$ cat src/rtl/ram_arbiter_if.sv
// Bus bundle for ram_arbiter: two requester ports plus the RAM command/return side.
interface ram_arbiter_if #(
  parameter int ADDR_W = 15,
  parameter int DATA_W = 16
);
  logic              req_a;
  logic              we_a;
  logic [ADDR_W-1:0] addr_a;
  logic [DATA_W-1:0] wdata_a;
  logic              gnt_a;
  logic              rvalid_a;
  logic [DATA_W-1:0] rdata_a;

  logic              req_b;
  logic              we_b;
  logic [ADDR_W-1:0] addr_b;
  logic [DATA_W-1:0] wdata_b;
  logic              gnt_b;
  logic              rvalid_b;
  logic [DATA_W-1:0] rdata_b;

  logic              ram_en;
  logic              ram_we;
  logic [ADDR_W-1:0] ram_addr;
  logic [DATA_W-1:0] ram_wdata;
  logic [DATA_W-1:0] ram_rdata;
  logic              busy;

  modport slave (
    input  req_a, we_a, addr_a, wdata_a,
    input  req_b, we_b, addr_b, wdata_b,
    input  ram_rdata,
    output gnt_a, rvalid_a, rdata_a,
    output gnt_b, rvalid_b, rdata_b,
    output ram_en, ram_we, ram_addr, ram_wdata,
    output busy
  );

  modport master (
    output req_a, we_a, addr_a, wdata_a,
    output req_b, we_b, addr_b, wdata_b,
    output ram_rdata,
    input  gnt_a, rvalid_a, rdata_a,
    input  gnt_b, rvalid_b, rdata_b,
    input  ram_en, ram_we, ram_addr, ram_wdata,
    input  busy
  );
endinterface

$ cat src/rtl/ram_arbiter.sv
// Two-port arbiter for a single-port data RAM with in-order read return.
// ARB_FIXED_PRIO_EN: port A always wins ties (default is round-robin).
module ram_arbiter #(
  parameter int ADDR_W = 15,
  parameter int DATA_W = 16,
  parameter int RD_LAT = 1
) (
  input logic         clk,
  input logic         reset,
  ram_arbiter_if.slave bus
);

  logic              sel_a;
  logic              gnt_a;
  logic              gnt_b;
  logic              xfer;
  logic              win_we;

  logic              ram_en_q, ram_en_d;
  logic              ram_we_q, ram_we_d;
  logic [ADDR_W-1:0] ram_addr_q, ram_addr_d;
  logic [DATA_W-1:0] ram_wdata_q, ram_wdata_d;

  logic [RD_LAT:0]   tag_v_q, tag_v_d;
  logic [RD_LAT:0]   tag_p_q, tag_p_d;

  logic              rvalid_a_q, rvalid_a_d;
  logic              rvalid_b_q, rvalid_b_d;
  logic [DATA_W-1:0] rdata_a_q, rdata_a_d;
  logic [DATA_W-1:0] rdata_b_q, rdata_b_d;

`ifdef ARB_FIXED_PRIO_EN
  assign sel_a = bus.req_a;
`else
  // last_b_q = 1 means B was granted last, so A wins the next tie
  logic last_b_q, last_b_d;

  assign sel_a = bus.req_a & (~bus.req_b | last_b_q);
  assign last_b_d = xfer ? gnt_b : last_b_q;

  always_ff @(posedge clk or posedge reset) begin
    if (reset) begin
      last_b_q <= 1'b1;
    end else begin
      last_b_q <= last_b_d;
    end
  end
`endif

  assign gnt_a = ~reset & sel_a;
  assign gnt_b = ~reset & bus.req_b & ~sel_a;
  assign xfer  = gnt_a | gnt_b;

  always_comb begin
    win_we      = 1'b0;
    ram_en_d    = xfer;
    ram_we_d    = 1'b0;
    ram_addr_d  = ram_addr_q;
    ram_wdata_d = ram_wdata_q;
    tag_v_d     = {tag_v_q[RD_LAT-1:0], 1'b0};
    tag_p_d     = {tag_p_q[RD_LAT-1:0], 1'b0};
    if (gnt_a) begin
      win_we      = bus.we_a;
      ram_addr_d  = bus.addr_a;
      ram_wdata_d = bus.wdata_a;
    end else if (gnt_b) begin
      win_we      = bus.we_b;
      ram_addr_d  = bus.addr_b;
      ram_wdata_d = bus.wdata_b;
    end
    ram_we_d   = xfer & win_we;
    tag_v_d[0] = xfer & ~win_we;
    tag_p_d[0] = gnt_b;
  end

  // Oldest tag lines up with the cycle ram_rdata is valid
  always_comb begin
    rvalid_a_d = tag_v_q[RD_LAT] & ~tag_p_q[RD_LAT];
    rvalid_b_d = tag_v_q[RD_LAT] & tag_p_q[RD_LAT];
    rdata_a_d  = rvalid_a_d ? bus.ram_rdata : rdata_a_q;
    rdata_b_d  = rvalid_b_d ? bus.ram_rdata : rdata_b_q;
  end

  always_ff @(posedge clk or posedge reset) begin
    if (reset) begin
      ram_en_q    <= 1'b0;
      ram_we_q    <= 1'b0;
      ram_addr_q  <= '0;
      ram_wdata_q <= '0;
      tag_v_q     <= '0;
      tag_p_q     <= '0;
      rvalid_a_q  <= 1'b0;
      rvalid_b_q  <= 1'b0;
      rdata_a_q   <= '0;
      rdata_b_q   <= '0;
    end else begin
      ram_en_q    <= ram_en_d;
      ram_we_q    <= ram_we_d;
      ram_addr_q  <= ram_addr_d;
      ram_wdata_q <= ram_wdata_d;
      tag_v_q     <= tag_v_d;
      tag_p_q     <= tag_p_d;
      rvalid_a_q  <= rvalid_a_d;
      rvalid_b_q  <= rvalid_b_d;
      rdata_a_q   <= rdata_a_d;
      rdata_b_q   <= rdata_b_d;
    end
  end

  assign bus.gnt_a     = gnt_a;
  assign bus.gnt_b     = gnt_b;
  assign bus.rvalid_a  = rvalid_a_q;
  assign bus.rvalid_b  = rvalid_b_q;
  assign bus.rdata_a   = rdata_a_q;
  assign bus.rdata_b   = rdata_b_q;
  assign bus.ram_en    = ram_en_q;
  assign bus.ram_we    = ram_we_q;
  assign bus.ram_addr  = ram_addr_q;
  assign bus.ram_wdata = ram_wdata_q;
  assign bus.busy      = |tag_v_q;

endmodule

$ cat src/flat_wrapper.sv
// flat-port wrapper written by rule: the top's interface ports become plain ports
module ram_arbiter_flat 
#(
  parameter int ADDR_W = 15,
  parameter int DATA_W = 16,
  parameter int RD_LAT = 1
)
  (clk, reset, bus_req_a, bus_we_a, bus_addr_a, bus_wdata_a, bus_req_b, bus_we_b, bus_addr_b, bus_wdata_b, bus_ram_rdata, bus_gnt_a, bus_rvalid_a, bus_rdata_a, bus_gnt_b, bus_rvalid_b, bus_rdata_b, bus_ram_en, bus_ram_we, bus_ram_addr, bus_ram_wdata, bus_busy);
  ram_arbiter_if #(.ADDR_W(ADDR_W), .DATA_W(DATA_W)) bus_i ();
  input logic clk;
  input logic reset;
  input wire logic [$bits(bus_i.req_a)-1:0] bus_req_a;
  input wire logic [$bits(bus_i.we_a)-1:0] bus_we_a;
  input wire logic [$bits(bus_i.addr_a)-1:0] bus_addr_a;
  input wire logic [$bits(bus_i.wdata_a)-1:0] bus_wdata_a;
  input wire logic [$bits(bus_i.req_b)-1:0] bus_req_b;
  input wire logic [$bits(bus_i.we_b)-1:0] bus_we_b;
  input wire logic [$bits(bus_i.addr_b)-1:0] bus_addr_b;
  input wire logic [$bits(bus_i.wdata_b)-1:0] bus_wdata_b;
  input wire logic [$bits(bus_i.ram_rdata)-1:0] bus_ram_rdata;
  output wire logic [$bits(bus_i.gnt_a)-1:0] bus_gnt_a;
  output wire logic [$bits(bus_i.rvalid_a)-1:0] bus_rvalid_a;
  output wire logic [$bits(bus_i.rdata_a)-1:0] bus_rdata_a;
  output wire logic [$bits(bus_i.gnt_b)-1:0] bus_gnt_b;
  output wire logic [$bits(bus_i.rvalid_b)-1:0] bus_rvalid_b;
  output wire logic [$bits(bus_i.rdata_b)-1:0] bus_rdata_b;
  output wire logic [$bits(bus_i.ram_en)-1:0] bus_ram_en;
  output wire logic [$bits(bus_i.ram_we)-1:0] bus_ram_we;
  output wire logic [$bits(bus_i.ram_addr)-1:0] bus_ram_addr;
  output wire logic [$bits(bus_i.ram_wdata)-1:0] bus_ram_wdata;
  output wire logic [$bits(bus_i.busy)-1:0] bus_busy;
  assign bus_i.req_a = bus_req_a;
  assign bus_i.we_a = bus_we_a;
  assign bus_i.addr_a = bus_addr_a;
  assign bus_i.wdata_a = bus_wdata_a;
  assign bus_i.req_b = bus_req_b;
  assign bus_i.we_b = bus_we_b;
  assign bus_i.addr_b = bus_addr_b;
  assign bus_i.wdata_b = bus_wdata_b;
  assign bus_i.ram_rdata = bus_ram_rdata;
  assign bus_gnt_a = bus_i.gnt_a;
  assign bus_rvalid_a = bus_i.rvalid_a;
  assign bus_rdata_a = bus_i.rdata_a;
  assign bus_gnt_b = bus_i.gnt_b;
  assign bus_rvalid_b = bus_i.rvalid_b;
  assign bus_rdata_b = bus_i.rdata_b;
  assign bus_ram_en = bus_i.ram_en;
  assign bus_ram_we = bus_i.ram_we;
  assign bus_ram_addr = bus_i.ram_addr;
  assign bus_ram_wdata = bus_i.ram_wdata;
  assign bus_busy = bus_i.busy;
  ram_arbiter #(.ADDR_W(ADDR_W), .DATA_W(DATA_W), .RD_LAT(RD_LAT)) u_core (.clk(clk), .reset(reset), .bus(bus_i));
endmodule
$ cat config.mk
export PLATFORM = sky130hd
export DESIGN_NAME = ram_arbiter_flat
export DESIGN_NICKNAME = d
export VERILOG_FILES = /design/src/rtl/ram_arbiter_if.sv /design/src/rtl/ram_arbiter.sv /design/src/flat_wrapper.sv
export SDC_FILE = /design/constraint.sdc
export NUM_CORES = 1
export LEC_CHECK = 0
export ABC_CLOCK_PERIOD_IN_PS = 7600
export BUFFER_PORTS_ARGS = -buffer_cell sky130_fd_sc_hd__buf_4
export CAP_MARGIN = 20
export CORE_ASPECT_RATIO = 0.5
export CORE_MARGIN = 1
export CORE_UTILIZATION = 40
export DETAILED_ROUTE_END_ITERATION = 8
export PLACE_DENSITY = 0.75
export SLEW_MARGIN = 15
export SYNTH_ARGS = -nofsm -noshare
export SYNTH_HDL_FRONTEND = slang
export SYNTH_SLANG_ARGS = --single-unit
$ cat constraint.sdc
create_clock -name clk -period 7.6 [get_ports clk]
set_input_delay 1.14 -clock clk [delete_from_list [all_inputs] [get_ports clk]]
set_output_delay 1.14 -clock clk [all_outputs]
set_load 0.1 [all_outputs]
==> results of run 1 <==
cell type report:
type                            instances  area (sq um)
Inverter                                3         11.26
Fill cell                             574          2741
Multi-Input combinational cell        111          1237
Timing Repair Buffer                  155          1164
Clock buffer                           11         252.7
Tap cell                               96         120.1
Sequential cell                        72          1803
Clock inverter                          5         102.6
synth_stat cells:
| library cell | count | area, sq um |
|---|---|---|
| a21oi_1 | 3 | 15.01 |
| buf_2 | 7 | 35.03 |
| buf_6 | 3 | 33.78 |
| dfrtp_1 | 71 | 1777 |
| dfstp_2 | 1 | 26.28 |
| inv_1 | 3 | 11.26 |
| mux2_1 | 17 | 191.4 |
| mux2_2 | 58 | 653.1 |
| mux2_4 | 19 | 285.3 |
| nand2_1 | 3 | 11.26 |
| nand2b_1 | 2 | 12.51 |
| nand3_1 | 2 | 10.01 |
| nand3_2 | 1 | 10.01 |
| nand3b_1 | 2 | 15.01 |
| nor2b_1 | 2 | 12.51 |
| o21a_1 | 1 | 7.510 |
| or2_2 | 1 | 6.260 |
layer usage:
metal  up-vias  GRT usage  part of all wire
li1       1001          -                 -
met1      1095     0.2067              0.38
met2        51     0.3598              0.57
met3        13    0.04355             0.039
met4         0    0.05952             0.012
met5         -          0                 0
registers in the layout, indices dropped and copies added, names as in the netlist:
name,cells
u_core.bus.ram_addr,15
u_core.bus.ram_en,1
u_core.bus.ram_wdata,16
u_core.bus.ram_we,1
u_core.bus.rdata_a,16
u_core.bus.rdata_b,16
u_core.bus.rvalid_a,1
u_core.bus.rvalid_b,1
u_core.last_b_q,1
u_core.tag_p_q,2
u_core.tag_v_q,2
cells by family after synthesis:
logic type      count (synthesis)  synth area share
simple gates                   13           0.02492
buf+inv                        13           0.02572
flops                          72            0.5792
compound gates                  4          0.007234
mux                            94            0.3629
critical path: stages:
cell	delay (ns)
buf_4	0.14
inv_2	0.04
buf_4	0.68
nand3_2	0.93
inv_1	0.22
buf_4	0.32
report_power, final:
part           internal [W]  total (W)  switching [W]
registers          0.000465   0.000511      0.0000464
clock network      0.000338   0.000486       0.000148
logic              0.000219   0.000907       0.000688
total               0.00102    0.00190       0.000883
through the flow:
stage                 util  instance area [sq um]  std cells
floorplan                -                   3113        196
global placement    0.5833                   4335        437
detailed placement  0.5833                   4335        437
CTS                 0.6311                   4691        453
global route        0.6311                   4691        453
finish              0.6311                   4691        453
path summary, 6_finish.rpt:
| check | startpoint | to | depth (start not counted) |
|---|---|---|---|
| worst min register to register | u_core.tag_p_q[0] | u_core.tag_p_q[1] | 0 |
| max in group asynchronous | reset | u_core.bus.rdata_b[3] | 3 |
| worst max-delay path | reset | bus_gnt_a | 6 |
| worst min-delay path | u_core.tag_p_q[0] | u_core.tag_p_q[1] | 0 |
| worst max register to register | u_core.last_b_q | u_core.bus.ram_addr[7] | 3 |
| min in group asynchronous | reset | u_core.bus.ram_wdata[15] | 3 |
==> flow_summary.ini, run 1 <==
[run_status]
status = completed

[sta]
worst_pin_slew_ns = 0.9265
finClkSkew_ns = 0.002467
setup_viol = 0
rsz0062_at_grt = false
maxSlewHeadroom = 0.3816
setup_tns_ns = 0
fin_crit_ns = 4.632
slew_viol_final = 0
setup_slack_ns = 2.968
timing.fmax_ghz = 0.2159
hold_violations = 0
period_share = 0.6094
whs_ns = 0.3465

[power]
power_density_mw_per_mm2 = 405.9
finalPower_w = 0.001904
leakagePower_nw = 2.292
peakVddDrop_v = 0.0001315

[yosys]
synth_nets = 280
synth-seq-area-share = 0.5792
avgSynthCellArea_sq_um = 15.88
syn_area_sq_mm = 0.003113
ys_ff_latch = 72
postSynthCellCount = 196
synth_cell_types = 17
ys.warnings.count = 0

[clocking]
cts_tree = done
clock_sinks = 72
cts-root-buf = clkbuf_16
clk_pin_slew_ns = 0.05
holdBufCountCts = 0
clk_path_buf_depth = 2
htree_levels = 3
cts_resized = 0
clock_latency_ns = 0.32
cts_inserted_buffers = 9
post_cts.repair.setup_buffers = 0

[floorplanning]
die_w_um = 126.8
io_pins = 154
fp.coreArea_sq_mm = 0.007432
fp.dieArea_sq_mm = 0.008161
die_h_um = 64.38
initial_core_util = 0.4189
fp-row-count = 22

[placement]
gp_congestion = 0.7409
io_buffers = 153
dp_slack_ns = 2.915
dp.final_hpwl_mm = 5.432

[critical_path]
startpoint_type = primary input
end_kind = output port
path_max_fanout = 73
rrSetupSlack_ns = 5.49
worstSetupPathType = primary input to output port
worstPathArrival_ns = 3.49
crit_required_ns = 6.46

[global_routing]
overflow = 0
grt_antenna_before_repair = 0
grt_pass1_wl_mm = 11.68
track_usage = 0.1872
grt_pass1_vias = 2358
grt_max_degree = 74

[finish]
syn_to_final_growth_pct = 50.68
num-nets-final = 436
drive_above_1_share = 0.7087
final_common_cell = buf_4
final_cell_mix = buf_4, dfrtp_1, mux2_2, mux2_4, mux2_1
diodes = 0

[route]
routedWlPerCell_um = 16.40
drtIter0Drc = 76
antenna_left = 0
drt_wl_total_mm = 7.427
route.detailed.drc = 0
num_vias = 2160
dr.pass1.iters = 4
via_per_inst = 4.768

[min_path]
hold_class = flop to flop

[run]
maxCapViolations = 0
Power figures use the tool's default switching activity.
==> run 2, diff against run 1 <==
Settings changed: ABC_CLOCK_PERIOD_IN_PS 7600 to 4700.
Clock period 7.6 ns to 4.7 ns, I/O delays scaled along.
==> run 2 against run 1 <==
Against the previous run: clock skew increased by 0.00054 ns; register-to-register slack got worse by 2.9 ns; highest routed layer unchanged; worst hold slack improved by 0.0018 ns; critical path depth decreased by 2; sequential power increased by 61%; worst setup slack got worse by 1.2 ns.
==> flow_summary.ini, run 2 (synthesis results as in run 1) <==
[critical_path]
critPathLaunch = u_core.last_b_q
crit_required_ns = 3.99
slowest_stage = nand3_2
worstPathArrival_ns = 2.22
end_kind = output port
path_max_fanout = 34
cpPeakStageDelay_ns = 0.65
cp_cell_sequence = nand2b_1 > nand3_2 > inv_1 > buf_4
critical_path.reg2reg.startpoint = u_core.last_b_q
worstSetupPathType = flop to output port
startpoint_type = flop

[finish]
post-route-util = 0.6241
diodes = 0
final_common_cell = buf_4
drive_above_1_share = 0.7022
n_fill_cell = 575
stdcell_area_sq_mm = 0.004638
final_cell_mix = buf_4, dfrtp_1, mux2_2, mux2_4, mux2_1
num-nets-final = 436
syn_to_final_growth_pct = 49.00

[floorplanning]
initial_core_util = 0.4189
die_h_um = 64.38
fp.dieArea_sq_mm = 0.008161
fp-row-count = 22
fp.coreArea_sq_mm = 0.007432
io_pins = 154
die_w_um = 126.8

[route]
via_per_inst = 4.825
routedWlPerCell_um = 16.02
drtIter0Drc = 91
route.detailed.drc = 0
dr.pass1.iters = 4
antenna_left = 0
drt_wl_total_mm = 7.240
num_vias = 2181

[global_routing]
overflow = 0
track_usage = 0.1861
grt_antenna_before_repair = 0
grt_pass1_wl_mm = 11.55
grt_pass1_vias = 2372
grt_max_degree = 73

[min_path]
min_from = u_core.tag_p_q[0]
hold_class = flop to flop

[sta]
slew_viol_final = 0
maxSlewHeadroom = 0.3944
setup_tns_ns = 0
rsz0062_at_grt = false
fin_crit_ns = 2.926
finClkSkew_ns = 0.003010
worst_pin_slew_ns = 0.9085
setup_viol = 0
hold_violations = 0
timing.fmax_ghz = 0.3417
period_share = 0.6226

[clocking]
clk_path_buf_depth = 2
cts_tree = done
cts_inserted_buffers = 9
clock_latency_ns = 0.32
post_cts.repair.setup_buffers = 0
cts_resized = 0
htree_levels = 3
clock_sinks = 72
holdBufCountCts = 0
clk_pin_slew_ns = 0.05
cts-root-buf = clkbuf_16

[run]
maxCapViolations = 0

[power]
finalPower_w = 0.002979
peakVddDrop_v = 0.0002869
power_density_mw_per_mm2 = 642.3
leakagePower_nw = 2.270

[placement]
dp.final_hpwl_mm = 5.328
gp_congestion = 0.8022
io_buffers = 153
place_area_sq_mm = 0.004335

[run_status]
status = completed
[run 2: through the flow]
step,hold slack (ns),worst slack [ns],std cells
detailed placement,0.3379,1.842,437
global placement,0.3409,1.865,437
finish,0.3483,1.774,452
floorplan,0.3312,0.5118,196
global route,0.3673,1.623,452
CTS,0.3502,1.735,452
[run 2: path summary, 6_finish.rpt]
kind	end	slack [ns]	cells after the start
setup / recovery	bus_gnt_a	1.77	4
hold / removal	u_core.tag_p_q[1]	0.35	0
setup reg to reg	u_core.bus.ram_addr[8]	2.63	3
hold reg to reg	u_core.tag_p_q[1]	0.35	0
min in group asynchronous	u_core.bus.ram_addr[10]	0.73	3
max in group asynchronous	u_core.bus.ram_wdata[5]	3.37	3
[run 2: cell type report]
cell class              count  area (sq um)  share of cell area
repair buffers            155          1164              0.2509
clock inverters             4         70.07             0.01511
inverters                   3         11.26            0.002428
well taps                  96         120.1             0.02590
multi-input cells         111          1237              0.2668
clock buffers              11         232.7             0.05018
flip-flops and latches     72          1803              0.3887
[run 2: metal layers]
layer / part of all wire / wire length [um] / global-route usage
met5: 0 / 0 / 0
met4: 0.020 / 142 / 0.08631
met3: 0.034 / 245 / 0.04690
met2: 0.57 / 4117 / 0.3522
met1: 0.38 / 2734 / 0.1974
[run 2: power by group]
part / internal (W) / switching, W / total, W
clock: 0.000460 / 0.000233 / 0.000693
combinational: 0.000353 / 0.00111 / 0.00146
sequential: 0.000751 / 0.0000722 / 0.000823
total: 0.00156 / 0.00141 / 0.00298
[run 2: critical path: cells and delay by family, from the launching register on]
family,cells,cell delay [ns]
buffers and inverters,2,0.50
DFF,1,0.56
and+or+nand+nor,2,0.83
